$ cat config.mk
export PLATFORM = sky130hd
export DESIGN_NAME = i2s_src
export DESIGN_NICKNAME = d
export VERILOG_FILES = /design/src/rtl/i2s_src.sv
export SDC_FILE = /design/constraint.sdc
export NUM_CORES = 1
export LEC_CHECK = 0
export CAP_MARGIN = 40
export CORE_MARGIN = 1.5
export CORE_UTILIZATION = 51
export CTS_CLUSTER_SIZE = 25
export DETAILED_ROUTE_END_ITERATION = 8
export PLACE_DENSITY = 0.8
export SETUP_SLACK_MARGIN = 0.15
export SYNTH_ARGS = -nofsm -noshare
export SYNTH_HDL_FRONTEND = slang
export SYNTH_SLANG_ARGS = --single-unit
$ cat constraint.sdc
create_clock -name clk_i -period 2.5 [get_ports clk_i]
set_input_delay 0.625 -clock clk_i [delete_from_list [all_inputs] [get_ports clk_i]]
set_output_delay 0.625 -clock clk_i [all_outputs]
set_load 0.01 [all_outputs]
$ cat src/rtl/i2s_src.sv
// i2s_src: I2S serial-clock / word-select generator with a 2-entry stereo
// sample FIFO. Each frame start pops one stereo pair onto l_data_o/r_data_o
// for the downstream transmitter. When the FIFO is empty at a frame start,
// the outputs are zeroed and an underrun pulse is raised.
// Optional feature macro: I2S_SRC_UNDERRUN_CNT_EN adds a saturating 16-bit
// underrun counter on port underrun_cnt_o.
module i2s_src #(
    parameter int AUDIO_DW = 8,
    parameter int CLK_DIV  = 2,
    parameter int SLOT_W   = 16
) (
    input  logic                clk_i,
    input  logic                rst_ni,
    input  logic                en_i,
    input  logic [AUDIO_DW-1:0] s_l_data_i,
    input  logic [AUDIO_DW-1:0] s_r_data_i,
    input  logic                s_valid_i,
    output logic                s_ready_o,
    output logic                sck_o,
    output logic                ws_o,
    output logic [AUDIO_DW-1:0] l_data_o,
    output logic [AUDIO_DW-1:0] r_data_o,
    output logic                underrun_o
`ifdef I2S_SRC_UNDERRUN_CNT_EN
    ,
    output logic [15:0]         underrun_cnt_o
`endif
);

    localparam int DIV_W = (CLK_DIV > 1) ? $clog2(CLK_DIV) : 1;
    localparam int BIT_W = $clog2(2 * SLOT_W);
    localparam logic [DIV_W-1:0] DIV_LAST = DIV_W'(CLK_DIV - 1);
    localparam logic [BIT_W-1:0] BIT_LAST = BIT_W'(2 * SLOT_W - 1);
    localparam logic [BIT_W-1:0] WS_FIRST = BIT_W'(SLOT_W);

    // Serial clock timing state
    logic [DIV_W-1:0] div_q, div_d;
    logic             sck_q, sck_d;
    logic             ws_q, ws_d;
    logic [BIT_W-1:0] bit_q, bit_d;

    // FIFO control and output state
    logic [1:0]          cnt_q, cnt_d;
    logic                wr_ptr_q, wr_ptr_d;
    logic                rd_ptr_q, rd_ptr_d;
    logic [AUDIO_DW-1:0] l_q, l_d;
    logic [AUDIO_DW-1:0] r_q, r_d;
    logic                und_q, und_d;

    // FIFO storage; contents are only meaningful where cnt_q says so
    logic [AUDIO_DW-1:0] mem_l_q [2];
    logic [AUDIO_DW-1:0] mem_r_q [2];

    logic             div_wrap;
    logic             sck_fall;
    logic             frame_start;
    logic             push;
    logic             pop;
    logic [BIT_W-1:0] bit_inc;

    // Event decode: divider wrap, sck falling edge, frame start, FIFO handshake
    always_comb begin
        div_wrap    = en_i && (div_q == DIV_LAST);
        sck_fall    = div_wrap && sck_q;
        frame_start = sck_fall && (bit_q == BIT_LAST);
        push        = s_valid_i && !cnt_q[1];
        pop         = frame_start && (cnt_q != 2'd0);
        bit_inc     = (bit_q == BIT_LAST) ? '0 : bit_q + BIT_W'(1);
    end

    // Next-state for divider, sck, bit counter and ws; disable parks everything
    // so that the first sck falling edge after enable is a frame start
    always_comb begin
        div_d = div_q;
        sck_d = sck_q;
        bit_d = bit_q;
        ws_d  = ws_q;
        if (!en_i) begin
            div_d = '0;
            sck_d = 1'b0;
            bit_d = BIT_LAST;
            ws_d  = 1'b1;
        end else begin
            div_d = div_wrap ? '0 : div_q + DIV_W'(1);
            if (div_wrap) begin
                sck_d = ~sck_q;
            end
            if (sck_fall) begin
                bit_d = bit_inc;
                ws_d  = (bit_inc >= WS_FIRST);
            end
        end
    end

    // Next-state for FIFO occupancy, pointers and the held output samples
    always_comb begin
        cnt_d    = cnt_q;
        wr_ptr_d = wr_ptr_q;
        rd_ptr_d = rd_ptr_q;
        l_d      = l_q;
        r_d      = r_q;
        und_d    = 1'b0;
        case ({push, pop})
            2'b10:   cnt_d = cnt_q + 2'd1;
            2'b01:   cnt_d = cnt_q - 2'd1;
            default: cnt_d = cnt_q;
        endcase
        if (push) begin
            wr_ptr_d = ~wr_ptr_q;
        end
        if (pop) begin
            rd_ptr_d = ~rd_ptr_q;
        end
        if (frame_start) begin
            if (cnt_q != 2'd0) begin
                l_d = mem_l_q[rd_ptr_q];
                r_d = mem_r_q[rd_ptr_q];
            end else begin
                l_d   = '0;
                r_d   = '0;
                und_d = 1'b1;
            end
        end
    end

    // Timing state registers
    always_ff @(posedge clk_i or negedge rst_ni) begin
        if (!rst_ni) begin
            div_q <= '0;
            sck_q <= 1'b0;
            bit_q <= BIT_LAST;
            ws_q  <= 1'b1;
        end else begin
            div_q <= div_d;
            sck_q <= sck_d;
            bit_q <= bit_d;
            ws_q  <= ws_d;
        end
    end

    // FIFO control and output registers; reset discards any queued frames
    always_ff @(posedge clk_i or negedge rst_ni) begin
        if (!rst_ni) begin
            cnt_q    <= 2'd0;
            wr_ptr_q <= 1'b0;
            rd_ptr_q <= 1'b0;
            l_q      <= '0;
            r_q      <= '0;
            und_q    <= 1'b0;
        end else begin
            cnt_q    <= cnt_d;
            wr_ptr_q <= wr_ptr_d;
            rd_ptr_q <= rd_ptr_d;
            l_q      <= l_d;
            r_q      <= r_d;
            und_q    <= und_d;
        end
    end

    // FIFO storage write on an accepted push
    always_ff @(posedge clk_i) begin
        if (push) begin
            mem_l_q[wr_ptr_q] <= s_l_data_i;
            mem_r_q[wr_ptr_q] <= s_r_data_i;
        end
    end

`ifdef I2S_SRC_UNDERRUN_CNT_EN
    logic [15:0] ucnt_q, ucnt_d;

    // Saturating underrun counter, advanced on the same edge that raises the pulse
    always_comb begin
        ucnt_d = ucnt_q;
        if (frame_start && (cnt_q == 2'd0) && (ucnt_q != 16'hFFFF)) begin
            ucnt_d = ucnt_q + 16'd1;
        end
    end

    // Underrun counter register, cleared only by reset
    always_ff @(posedge clk_i or negedge rst_ni) begin
        if (!rst_ni) begin
            ucnt_q <= 16'd0;
        end else begin
            ucnt_q <= ucnt_d;
        end
    end

    assign underrun_cnt_o = ucnt_q;
`endif

    assign s_ready_o  = !cnt_q[1];
    assign sck_o      = sck_q;
    assign ws_o       = ws_q;
    assign l_data_o   = l_q;
    assign r_data_o   = r_q;
    assign underrun_o = und_q;

endmodule

# Word-level counts from Yosys, hierarchy flattened
# Memory sizes are Yosys's and may differ from the RTL's.
# Cells that the tools add are included.
[classes]
muxes = 16
bitwise = 3
eq_ne = 5
n_reduce_logical = 8
n_addsub = 4
n_lt_le_gt_ge = 1
[ops]
columns = ["cell", "n"]
rows = [
  ["$mux W8", 2],
  ["$mux W5", 3],
  ["$mux W1", 10],
  ["$add A5 B1 Y5 const B", 1],
  ["$eq A5 B5 Y1 const B", 1],
  ["$ge A5 B5 Y1 const B", 1],
  ["$logic_and A1 B1 Y1", 5],
  ["$ne A2 B1 Y1 const B", 2],
  ["$pmux W2 S2", 1],
  ["$reduce_bool A2 Y1", 2],
  ["$not A1 Y1", 3],
  ["$add A2 B1 Y2 const B", 1],
  ["$eq A2 B1 Y1 const B", 1],
  ["$eq A2 B2 Y1 const B", 1],
  ["$sub A2 B1 Y2 const B", 1],
  ["$add A1 B1 Y1 const B", 1],
  ["$logic_not A1 Y1", 1],
]
[word_totals]
regBits = 29
mem_count = 2
mem_bits_rw = 32
out_inout_bits = 20
[mem_list]
columns = ["memory", "words", "word_bits", "read_ports", "rd_clocked_by_memory_dff", "write_ports", "line_no", "source"]
rows = [
  ["mem_l_q", 2, 8, 1, 0, 1, "51", "logic [AUDIO_DW-1:0] mem_l_q [2];"],
  ["mem_r_q", 2, 8, 1, 0, 1, "52", "logic [AUDIO_DW-1:0] mem_r_q [2];"],
]

# Logic depth before layout (Yosys ltp)
[depth]
depth_word = 6
depth_mapped = 11
mapped_depth_nobuf = 10

# Least setup slack after synthesis
# Ideal clock, no wire load.
[synth_timing]
path_type = "register to register"
start = "register bit_q[0]"
end = "register cnt_q[1]"
path_slack_ps = 340
synth_period_minus_slack_ps = 2160
path_buffers = 1
t_required_ps = 2420
arrival_ps = 2080
stages_incl_launch_ff = 11
path_cell_list = "dfstp_2 -> ha_1 -> and3_1 -> ha_1 -> nand4_4 -> o21bai_4 -> buf_6 -> inv_1 -> ha_1 -> nor2_1 -> xnor2_1"
[synth_via]
elab_chain_len = 5
word_cells_on_any_way = 7
classes_between = "eq/ne: 3; mux: 1; reduce/logical: 3"
[synth_rtl]
columns = ["element", "line_no", "source"]
rows = [
  ["start, declared", "40", "logic [BIT_W-1:0] bit_q, bit_d;"],
  ["start signal, assigned", "136", "bit_q <= bit_d;"],
  ["$eq A5 B5 Y1 *", "65", "frame_start = sck_fall && (bit_q == BIT_LAST);"],
  ["$logic_and A1 B1 Y1 *", "65", ""],
  ["$logic_and A1 B1 Y1 *", "67", "pop = frame_start && (cnt_q != 2'd0);"],
  ["net pop", "58", "logic pop;"],
  ["$eq A2 B1 Y1 / $eq A2 B2 Y1 (equally long branches)", "103", "case ({push, pop})"],
  ["$pmux W2 S2 / $reduce_bool A2 Y1 (equally long branches)", "--", ""],
  ["end signal, assigned", "151", "cnt_q <= cnt_d;"],
  ["end, declared", "43", "logic [1:0] cnt_q, cnt_d;"],
]
# The timed path passes the listed nets; every way through them passes the cells marked *.
# A chain may end at the register's enable or synchronous reset.

# Final worst setup path
# Ends and elaborated chain as after synthesis.

==> results.txt <==
----------------------------------------------------
[Power and ir drop]
  Cell area power density ... 1048 nW/um^2
  Peak supply drop ... 564.6 uV
  Leakage power summed over all cells ... around 1.2 nW

[Setup path]
  Data arrival, critical path ... 2.36 ns
  Kind of start point of the critical path ... flop
  Worst reg-to-reg path cell count ... 9
  End of the worst register-to-register path ... cnt_q[1]$_DFFE_PN0P_
  Beginning of the worst register-to-register path ... bit_q[0]$_DFFE_PN1P_
  Register-to-Register Setup Slack ... 0.39 ns
  Highest fanout seen on the critical path ... 5
  Kind of end point of the critical path ... flop
  Critical Path Start ... bit_q[0]$_DFFE_PN1P_
  Capture point of the worst path ... cnt_q[1]$_DFFE_PN0P_
  Category of the most critical setup path ... flop to flop
  Crit path required time ... ~2.8 ns

[STA]
  RSZ-0062 raised after global routing ... no
  Setup Skew ... 0.004428 ns
  Period Utilization, post-route ... approximately 84%
  Number of setup violations in the final report ... 0
  Relative slew margins ... slightly above 70%
  Post-layout min period ... 2.110 ns
  Highest clock rate ... ~0.47 GHz
  Final max-slew violation count ... 0
  Total Neg Setup Slack ... 0 ns
  Transition at the pin with the smallest max-transition slack ... slightly above 0.4 ns
  Number of endpoints with negative hold slack in the final report ... 0

[Global routing]
  Wire length of the first global-routing pass ... ~6900 um
  Pin count of the biggest net entering global routing ... 29
  Grt total ovfl ... 0
  Number of antenna violations at the first check in global routing ... 0
  Vias in the first global route ... 1433
  Global router's overall resource usage ... between 10% and 20%

[Synthesis]
  Net count of the mapped netlist ... 178
  Synthesis warning total ... 0
  Area share of the largest cell type after synthesis ... between 40% and 50%
  Leading register cell type out of synthesis ... sky130_fd_sc_hd__edfxtp_1
  Gate count after technology mapping ... approximately 160
  Most common library cells after synthesis ... 32 x sky130_fd_sc_hd__edfxtp_1, 23 x sky130_fd_sc_hd__dfrtp_1, 23 x sky130_fd_sc_hd__nand2_1
  Unique masters post-synth ... 29
  Proportion of synthesized chip area in sequential cells ... 72.88%
  Cell types occupying the most area after synthesis ... sky130_fd_sc_hd__edfxtp_1 42%, sky130_fd_sc_hd__dfrtp_1 25%, sky130_fd_sc_hd__mux2i_1 7.0%, sky130_fd_sc_hd__dfstp_2 5.7%, sky130_fd_sc_hd__nand2_1 3.8%
  Count of flip-flops with a built-in enable after synthesis ... 32
  Async S/R FF share, synth ... 46.67%
  Post-synthesis cell type with the largest combined area ... sky130_fd_sc_hd__edfxtp_1
  Mapped Avg Cell Area ... 14.76 sq um
  Register bit total from synthesis ... 60
  Netlist Area Pre-Place ... between 2000 and 2500 sq um
  Most common cell in the synthesized netlist ... sky130_fd_sc_hd__edfxtp_1

[Clocking]
  Number of sinks handled by clock tree synthesis ... 60
  Library cell used as clock root buffer ... sky130_fd_sc_hd__clkbuf_8
  Clock slew at reported path FFs ... approximately 0.060 ns
  Clock network latency to the later pin of the worst-skew pair ... between 0.3 and 0.4 ns
  CTS tree ... done
  Clock H-tree levels ... 3
  Clock buffers created by TritonCTS ... 9
  Clk buf depth ... 2

[Die]
  Standard-cell rows ... 24
  Height of the chip ... 69.99 um
  I/O pin count ... 40
  Die width ... 69.99 um
  Placeable core region ... about 4300 sq um
  Initial Util ... 52.92%
  Total Die Area ... 4898 sq um

[Hold path]
  Worst Hold Class ... flop to flop

[Layout]
  Proportion of layout cells with a drive suffix above 1 ... about 14%
  Area added between synthesis and finish ... 30.56%
  Final design instance area without fill ... around 3000 sq um
  Filler Cells Inserted ... around 300
  Final net count ... 231
  Antenna Cells ... 0

[Route]
  Total Routed Length ... 4062 um
  Avg WL per Cell ... 15.33 um
  Iteration-0 DRC Markers ... 68
  Total via count in the routed design ... between 1k and 1.5k
  Total DRC errors in the routed layout ... 0
  Antenna viol nets, final ... 0
  Total iterations of the first detailed-routing run ... 4
  Vias per cell ... 5.181

[Flow run]
  Maximum capacitance violations ... 0

[Placed design]
  Routability cong. ... roughly 0.70
  Post-detailed-placement cell area ... approximately 2800 sq um
  Final HPWL DP ... 2795 um
  Count of buffers from port buffering ... 39

[Outcome]
  Run status ... complete, no violations

----------------------------------------------------
-- stage by stage --
| stage | std cells | worst slack (ns) | hold slack [ns] | util, % | power (W) |
|---|---|---|---|---|---|
| 2_1_floorplan | 155 | 0.3404 | 0.3294 | - | 0.001867 |
| 3_3_place_gp | 245 | 0.2843 | 0.4737 | 63.51 | 0.002242 |
| 3_5_place_dp | 246 | 0.2440 | 0.4792 | 63.86 | 0.002314 |
| 6_report | 265 | 0.3904 | 0.4868 | 69.10 | 0.003131 |
| 5_1_grt | 265 | 0.2241 | 0.5250 | 69.10 | 0.003299 |
| 4_1_cts | 262 | 0.2204 | 0.4926 | 68.52 | 0.003163 |
-- worst min path at each step --
stage / from / end / slack (ns) / depth (start not counted)
3_3_place_gp: r_data_o[5]$_DFFE_PN0P_ / r_data_o[5]$_DFFE_PN0P_ / 0.47 / 2
4_1_cts: l_data_o[1]$_DFFE_PN0P_ / l_data_o[1]$_DFFE_PN0P_ / 0.49 / 2
3_5_place_dp: l_data_o[1]$_DFFE_PN0P_ / l_data_o[1]$_DFFE_PN0P_ / 0.48 / 2
6_report: l_data_o[3]$_DFFE_PN0P_ / l_data_o[3]$_DFFE_PN0P_ / 0.49 / 2
5_1_grt: l_data_o[5]$_DFFE_PN0P_ / l_data_o[5]$_DFFE_PN0P_ / 0.53 / 2
2_1_floorplan: rst_ni / cnt_q[0]$_DFFE_PN0P_ / 0.33 / 0
-- area by class of cell --
cell class	count	area, sq um	share of cell area, %
Clock buffer	16	201.4	6.742
Multi-Input combinational cell	86	576.8	19.30
Inverter	3	11.26	0.3769
Sequential cell	60	1668	55.82
Timing Repair Buffer	48	465.4	15.58
Tap cell	52	65.06	2.178
-- cell usage in the layout, fill, tap and decap left out, types with 2 or more instances in the layout --
master,synthesis,final
sky130_fd_sc_hd__buf_4,0,8
sky130_fd_sc_hd__clkdlybuf4s50_1,0,39
sky130_fd_sc_hd__dfrtp_1,23,23
sky130_fd_sc_hd__nor2_1,2,2
sky130_fd_sc_hd__nand3_1,6,6
sky130_fd_sc_hd__and3_1,2,2
sky130_fd_sc_hd__inv_1,3,3
sky130_fd_sc_hd__dfstp_2,5,5
sky130_fd_sc_hd__o21ai_1,2,2
sky130_fd_sc_hd__mux2i_1,16,16
sky130_fd_sc_hd__o21ai_0,14,14
sky130_fd_sc_hd__ha_1,3,2
sky130_fd_sc_hd__clkbuf_1,1,3
sky130_fd_sc_hd__xnor2_1,5,5
sky130_fd_sc_hd__clkbuf_8,0,12
sky130_fd_sc_hd__edfxtp_1,32,32
sky130_fd_sc_hd__nand2_1,23,23
-- cell families (layout without fill, tap and decap cells) --
group / count (synthesis) / after routing / synth area share (%)
fa+ha+maj: 3 / 3 / 1.640
mux: 16 / 16 / 6.998
compound gates: 19 / 19 / 4.866
simple gates: 42 / 42 / 9.295
xor+xnor: 6 / 6 / 2.296
buf+inv: 9 / 67 / 2.023
flops: 60 / 60 / 72.88
-- metal layers --
layer	global-route usage, %	up-vias	routed length [um]
li1	-	664	-
met4	9.829	0	103
met3	6.494	12	229
met5	0	-	0
met2	31.32	43	2131
met1	22.12	654	1598
-- worst max-delay path: stages (launching register included) --
cell and delay (ns):
sky130_fd_sc_hd__dfstp_2 0.56, sky130_fd_sc_hd__ha_1 0.19, sky130_fd_sc_hd__and3_1 0.17, sky130_fd_sc_hd__ha_2 0.23
sky130_fd_sc_hd__nand4_4 0.09, sky130_fd_sc_hd__o21bai_4 0.20, sky130_fd_sc_hd__inv_1 0.07, sky130_fd_sc_hd__ha_1 0.26
sky130_fd_sc_hd__nor2_1 0.14, sky130_fd_sc_hd__xnor2_1 0.12
-- report_power, final --
group	internal (W)	switching (W)	total, W
clock	0.000503	0.000339	0.000842
combinational	0.000448	0.000365	0.000813
sequential	0.00131	0.000167	0.00148
total	0.00226	0.000871	0.00313
-- state kept, by name (all words and copies together) (netlist names) --
name	flops
bit_q	4
cnt_q	2
div_q	1
l_data_o	8
mem_l_q	16
mem_r_q	16
r_data_o	8
rd_ptr_q	1
sck_o	1
underrun_o	1
wr_ptr_q	1
ws_o	1
-- timing repair --
item                                   CTS  global route
hold buffers                             0             0
resized for setup                        0             1
setup endpoints to repair                0             1
endpoints found under the hold margin    0             0
buffers inserted                         0             3
(Power assumes the default switching activity.)
